`src/rtl/uart_tx_framer_if.sv`:
```
// uart_tx_framer_if: bundle between a UART transmit framer and its user.
//   baud_tick : bit-period boundary strobe, one clk wide
//   Load      : start request
//   Data      : payload, DATA_BITS wide
//   SDO       : serial line output (idle high)
//   busy      : frame in flight
//   done      : one-clk pulse at frame completion
// master drives the request side; slave is the framer.
interface uart_tx_framer_if #(
    parameter int unsigned DATA_BITS = 8
);
    logic                 baud_tick;
    logic                 Load;
    logic [DATA_BITS-1:0] Data;
    logic                 SDO;
    logic                 busy;
    logic                 done;

    modport master (
        output baud_tick, Load, Data,
        input  SDO, busy, done
    );

    modport slave (
        input  baud_tick, Load, Data,
        output SDO, busy, done
    );
endinterface

```
`src/rtl/uart_tx_framer.sv`:
```
// uart_tx_framer: serialises one UART frame per accepted Load.
// Frame order: start 0, data (LSB or MSB first), optional parity, STOP_BITS ones.
// Ports:
//   clk   : clock, rising edge
//   reset : asynchronous active-high reset
//   bus   : uart_tx_framer_if slave (baud_tick, Load, Data in; SDO, busy, done out)
module uart_tx_framer #(
    parameter int unsigned DATA_BITS  = 8,
    parameter int unsigned PARITY_EN  = 0,
    parameter int unsigned PARITY_ODD = 0,
    parameter int unsigned STOP_BITS  = 1,
    parameter int unsigned MSB_FIRST  = 0
) (
    input  logic                    clk,
    input  logic                    reset,
    uart_tx_framer_if.slave         bus
);
    localparam int unsigned FRAME_LEN = 1 + DATA_BITS + PARITY_EN + STOP_BITS;
    localparam int unsigned CNT_W     = $clog2(FRAME_LEN + 1);
    localparam logic [CNT_W-1:0] FRAME_LEN_C = CNT_W'(FRAME_LEN);
    localparam logic PAR_INV = (PARITY_ODD != 0);

    if (DATA_BITS < 5 || DATA_BITS > 9) begin : g_bad_data_bits
        $error("uart_tx_framer: DATA_BITS must be 5..9");
    end
    if (STOP_BITS < 1 || STOP_BITS > 2) begin : g_bad_stop_bits
        $error("uart_tx_framer: STOP_BITS must be 1 or 2");
    end

    typedef enum logic [0:0] {StIdle, StShift} state_e;

    state_e                 state_q;
    logic                   sdo_q;
    logic                   busy_q;
    logic                   done_q;
    logic [FRAME_LEN-1:0]   frame_q;
    logic [CNT_W-1:0]       cnt_q;

    logic                   parity;
    logic [FRAME_LEN-1:0]   frame_load;

    assign parity = (^bus.Data) ^ PAR_INV;

    // Bit 0 of the frame register is the next bit on the line; stop bits
    // come for free from the all-ones default.
    always_comb begin
        frame_load    = '1;
        frame_load[0] = 1'b0;
        for (int i = 0; i < int'(DATA_BITS); i++) begin
            frame_load[i+1] = (MSB_FIRST != 0) ? bus.Data[int'(DATA_BITS)-1-i] : bus.Data[i];
        end
        if (PARITY_EN != 0) begin
            frame_load[DATA_BITS+1] = parity;
        end
    end

    always_ff @(posedge clk or posedge reset) begin
        if (reset) begin
            state_q <= StIdle;
            sdo_q   <= 1'b1;
            busy_q  <= 1'b0;
            done_q  <= 1'b0;
            frame_q <= '1;
            cnt_q   <= '0;
        end else begin
            done_q <= 1'b0;
            unique case (state_q)
                StIdle: begin
                    // A coincident baud_tick is deliberately not used here:
                    // the first bit waits for the next tick.
                    if (bus.Load) begin
                        state_q <= StShift;
                        busy_q  <= 1'b1;
                        frame_q <= frame_load;
                        cnt_q   <= '0;
                    end
                end
                StShift: begin
                    if (bus.baud_tick) begin
                        if (cnt_q < FRAME_LEN_C) begin
                            sdo_q   <= frame_q[0];
                            frame_q <= {1'b1, frame_q[FRAME_LEN-1:1]};
                            cnt_q   <= cnt_q + CNT_W'(1);
                        end else begin
                            // Extra tick holds the last stop bit a full period.
                            state_q <= StIdle;
                            busy_q  <= 1'b0;
                            done_q  <= 1'b1;
                            sdo_q   <= 1'b1;
                        end
                    end
                end
                default: state_q <= StIdle;
            endcase
        end
    end

    assign bus.SDO  = sdo_q;
    assign bus.busy = busy_q;
    assign bus.done = done_q;
endmodule

```
`src/flat_wrapper.sv`:
```
// flat-port wrapper written by rule: the top's interface ports become plain ports
module uart_tx_framer_flat 
#(
    parameter int unsigned DATA_BITS  = 8,
    parameter int unsigned PARITY_EN  = 0,
    parameter int unsigned PARITY_ODD = 0,
    parameter int unsigned STOP_BITS  = 1,
    parameter int unsigned MSB_FIRST  = 0
)
  (clk, reset, bus_baud_tick, bus_Load, bus_Data, bus_SDO, bus_busy, bus_done);
  uart_tx_framer_if #(.DATA_BITS(DATA_BITS)) bus_i ();
  input  logic clk;
  input  logic reset;
  input wire logic [$bits(bus_i.baud_tick)-1:0] bus_baud_tick;
  input wire logic [$bits(bus_i.Load)-1:0] bus_Load;
  input wire logic [$bits(bus_i.Data)-1:0] bus_Data;
  output wire logic [$bits(bus_i.SDO)-1:0] bus_SDO;
  output wire logic [$bits(bus_i.busy)-1:0] bus_busy;
  output wire logic [$bits(bus_i.done)-1:0] bus_done;
  assign bus_i.baud_tick = bus_baud_tick;
  assign bus_i.Load = bus_Load;
  assign bus_i.Data = bus_Data;
  assign bus_SDO = bus_i.SDO;
  assign bus_busy = bus_i.busy;
  assign bus_done = bus_i.done;
  uart_tx_framer #(.DATA_BITS(DATA_BITS), .PARITY_EN(PARITY_EN), .PARITY_ODD(PARITY_ODD), .STOP_BITS(STOP_BITS), .MSB_FIRST(MSB_FIRST)) u_core (.clk(clk), .reset(reset), .bus(bus_i));
endmodule
```
`config.mk`:
```
export PLATFORM = sky130hd
export DESIGN_NAME = uart_tx_framer_flat
export DESIGN_NICKNAME = d
export VERILOG_FILES = /design/src/rtl/uart_tx_framer_if.sv /design/src/rtl/uart_tx_framer.sv /design/src/flat_wrapper.sv
export SDC_FILE = /design/constraint.sdc
export NUM_CORES = 1
export LEC_CHECK = 0
export CORE_UTILIZATION = 53
export CTS_CLUSTER_DIAMETER = 200
export CTS_CLUSTER_SIZE = 14
export DETAILED_ROUTE_END_ITERATION = 10
export GPL_TIMING_DRIVEN = 0
export PLACE_DENSITY_LB_ADDON = 0.12
export SETUP_SLACK_MARGIN = 0.1
export SYNTH_ARGS = -nofsm -noshare
export SYNTH_HDL_FRONTEND = slang
export SYNTH_SLANG_ARGS = --single-unit
```
`constraint.sdc`:
```
create_clock -name clk -period 2.3 [get_ports clk]
set_clock_uncertainty 0.1 [all_clocks]
set_input_delay 0.69 -clock clk [delete_from_list [all_inputs] [get_ports clk]]
set_output_delay 0.69 -clock clk [all_outputs]
set_load 0.005 [all_outputs]
```
# == Word-level counts from Yosys, hierarchy flattened ==
# Cells that the tools add are included.
# op_classes
muxes,20
n_reduce_logical,3
n_eq_ne,4
bitwise_logic,1
n_addsub,1
order_cmp,1
# op_table
operator,count
two-way mux 10 bit,3
one-hot mux 10 bit (2 select lines),1
two-way mux 4 bit,3
two-way mux 1 bit,10
"inequality test 2 bit, second input constant",4
one-hot mux 4 bit (2 select lines),1
AND reduction 3 bit,2
"adder 4 x 1 -> 4 bit, second input constant",1
"< comparator 4 bit, second input constant",1
one-hot mux 1 bit (2 select lines),2
AND reduction 2 bit,1
inverter 1 bit,1
# totals
register_bits,18
in_bits,12
wordCells,36
output_inout_bits,3

# == Longest topological paths before layout ==
# Gate-level depths: netlist (run 1).
# depth
word_depth,4
ltp_mapped,5
mapped_depth_nobuf,3

# == Worst setup path after synthesis (run 1) ==
# No wires, ideal clock.
# synth_path
path_kind,in2reg
start,input port bus_baud_tick
end,register u_core.frame_q[1]
t_arrival_ps,1551
required_ps,2118
n_path_buf,1
path_stages,4
setup_slack_ps,567
cell_sequence,and2_0 > buf_2 > a21oi_4 > mux2_2
# synth_between
elab_chain_cells,2
# synth_rtl
element,line,text
"start, declared",flat_wrapper.sv:14,input wire logic [$bits(bus_i.baud_tick)-1:0] bus_baud_tick;
inequality test 2 bit (no source line),n/a,
AND reduction 3 bit (no source line),n/a,
"end signal, assigned",uart_tx_framer.sv:74,frame_q <= frame_load;
"end signal, assigned",uart_tx_framer.sv:82,"frame_q <= {1'b1, frame_q[FRAME_LEN-1:1]};"
"end, declared",uart_tx_framer.sv:36,logic [FRAME_LEN-1:0] frame_q;
# No other way between the ends.
# A chain may end at the register's enable or synchronous reset.

# == Final worst setup path (run 1) ==
# layout_path
start,"register u_core.sdo_q, in the netlist u_core.bus.SDO"
end,output port bus_SDO
# layout_lines
element,line,text
"start, declared",uart_tx_framer.sv:33,logic sdo_q;
"start signal, assigned",uart_tx_framer.sv:81,sdo_q <= frame_q[0];
"end, declared",flat_wrapper.sv:17,output wire logic [$bits(bus_i.SDO)-1:0] bus_SDO;
# No word-level cell between the ends.

==> results.cfg, run 1 <==
[floorplanning]
rows = 13
dieArea_um2 = 1740
start_util = 0.604
core-area_um2 = 1380
ios = 15
die_w_um = 41.7
fp.dieH_um = 41.7

[clocking]
postCtsSetupBuffers = 0
cts_buffer_depth = 2
cts_resized = 0
cts-root-buf = clkbuf_4
clock_sinks = 17
cts_buffers = 3
insertion_delay_ns = 0.29
clk_pin_slew_worst_paths_ns = 0.10
cts_tree = yes
postCtsHoldBufs = 0
h-tree-depth = 1

[worst_setup_path]
crit_fanout = 2
cp_top_family = flip-flops
rrSetupSlack_ns = 0.66
cp-endpoint = bus_SDO
path_depth = 1
r2r_cells = 5
cpMaxStageDelayCell = dfstp_2
required_ns = 1.51
crit_path_start = u_core.bus.SDO
worstSetupPathType = register to output pin
r2r-start = u_core.state_q
cp_num_buf_inv = 1
rr_endpoint = u_core.frame_q[6]
cp_slowest_stage_delay_ns = 0.54
arrival_ns = 1.31
worstPathCellList = clkdlybuf4s50_1
crit_path_end_kind = output pin
critPathLaunchType = register

[cells_and_area]
finalNonFillerCells = 105
syn_to_final_growth_pct = 22.3
diodes = 0
drive_above_1_share = 0.356
nNetsFinal = 104
nFillCells = 101
final_util = 0.738

[detailed_routing]
ant_nets = 0
wire_per_inst_um = 13.4
drtIter0Drc = 11
drtPass1Iterations = 4
wl_um = 1410
drt-met1-wl_um = 611
vias_per_cell = 5.57
wl_met3_um = 46
met2_length_um = 718
maxUsedRoutingLayer = met4
num_vias = 585
drc = 0

[worst_hold_path]
hp-class = register to register

[power_and_ir_drop]
p_int_mw = 0.858
finalPower_mw = 1.27
power.density_nw_per_um2 = 1240
p_comb_frac = 0.423
power_switching_share = 0.324
p_seq_frac = 0.453
clockPowerShare = 0.124
peakVddDrop_mv = 0.848
power_leakage_nw = 0.415
net-switching-power_mw = 0.412

[timing]
whs_ns = 0.361
hold_viol = 0
fin_crit_ns = 2.10
setup_viol = 0
slew-limit-headroom = 0.582
fmax_ghz = 0.475
slew_viol_final = 0
grt_setup_unrepaired = false
fin_crit_sh = 0.915
fin_ws_ns = 0.196
worst_pin_slew_ns = 0.627

[placed_design]
place.gp.congestion = 0.737
place_ws_ns = -0.0309
post-dp-hpwl_um = 1030
placedCellCount = 101
port_buffers = 14

[run]
drv_cap = 0

[grt]
overflow = 0
antenna_found_initial = 0
grt_first_pass_wirelength_um = 2500
grt_pass1_vias = 590
grt_max_degree = 18
track_usage = 0.194

[yosys]
synth_cells = 72
synth_top_area_cell = dfstp_2
netlist-cell-type-count = 25
synth_edf_count = 0
syn-cell-area_um2 = 835
synth.area.top_cells = dfstp_2 (31%), dfrtp_1 (21%), mux2_2 (19%)
synth_warnings = 0
ys_seq_area_frac = 0.525
synth_seq_cells = 17
synth_fp_nets = 85
synth_flop_cell = dfstp_2
syn-mean-instance-area_um2 = 11.6
netlist.area_leader.share = 0.315
async_reset_ff_frac = 1.00

[status]
outcome = completed
through the flow:
step | setup TNS, ns | cell area, um2
finish | 0 | 1020
global route | 0 | 1020
CTS | 0 | 1020
detailed placement | -0.110 | 993
global placement | -0.00118 | 993
floorplan | 0 | 835
area by class of cell:
| class | count | area (um2) | area share |
|---|---|---|---|
| buffer | 3 | 21.3 | 0.0208 |
| sequential | 17 | 438 | 0.429 |
| clock inverter | 1 | 5.00 | 0.00490 |
| multi-input combinational | 50 | 368 | 0.360 |
| timing repair buffer | 14 | 140 | 0.137 |
| clock buffer | 3 | 22.5 | 0.0221 |
| tap | 15 | 18.8 | 0.0184 |
| inverter | 2 | 7.51 | 0.00735 |
cells in the final DEF, fill, tap and decap left out, types with 2 or more instances in the layout:
| master | Yosys | layout |
|---|---|---|
| mux2_2 | 14 | 14 |
| clkdlybuf4s50_1 | 0 | 14 |
| dfstp_2 | 10 | 10 |
| nand2_1 | 7 | 7 |
| nor2_1 | 7 | 7 |
| dfrtp_1 | 7 | 7 |
| o21ai_0 | 4 | 4 |
| clkbuf_4 | 0 | 3 |
| buf_2 | 2 | 2 |
| inv_1 | 2 | 2 |
| nand2b_1 | 2 | 2 |
| nand3_1 | 2 | 2 |
metal layers:
metal / vias up / GRT usage
met1: 278 / 0.239
li1: 290 / -
met4: 0 / 0.0968
met5: - / 0
met2: 13 / 0.322
met3: 4 / 0.0391
power by group through the flow:
stage	combinational [mW]	sequential [mW]	clock (mW)
after floorplan	0.410	0.557	0
after global placement	0.525	0.571	0
after detailed placement	0.542	0.580	0
after CTS	0.541	0.575	0.161
after global routing	0.604	0.596	0.169
final	0.537	0.575	0.157
worst min-delay path by stage:
stage / startpoint / to / slack, ns / cells past startpoint
after floorplan: u_core.frame_q[8] / u_core.frame_q[8] / 0.34 / 2
after global routing: u_core.frame_q[8] / u_core.frame_q[8] / 0.39 / 2
after CTS: u_core.bus.SDO / u_core.bus.SDO / 0.36 / 2
after detailed placement: u_core.bus.SDO / u_core.bus.SDO / 0.35 / 2
after global placement: u_core.bus.SDO / u_core.bus.SDO / 0.34 / 2
final: u_core.bus.SDO / u_core.bus.SDO / 0.36 / 2
sequential cells by signal, indices dropped and copies added, names as in the netlist:
register / count
u_core.bus.busy: 1
u_core.cnt_q: 4
u_core.bus.SDO: 1
u_core.state_q: 1
u_core.frame_q: 9
u_core.bus.done: 1
Yosys cell counts, types with 2 or more instances:
library cell and instances:
inv_1 2, nand2b_1 2, mux2_2 14, nor2_1 7
nand2_1 7, nand3_1 2, dfstp_2 10, o21ai_0 4
buf_2 2, dfrtp_1 7
cell families after synthesis:
group	after synthesis	synth area share
compound gates	11	0.0975
fa+ha+maj	1	0.0150
buf+inv	5	0.0345
flops	17	0.525
mux	15	0.201
simple gates	23	0.127
Power figures use the tool's default switching activity.
==> inputs of run 2 (changes only) <==
- SKIP_LAST_GASP: not set -> 1
==> results of run 2 <==
The final DEF is identical to that of run 1; final timing and power are the same.
==> inputs of run 3 (changes only) <==
- TNS_END_PERCENT: not set -> 1
==> results of run 3 <==
The final DEF is identical to that of run 1; final timing and power are the same.
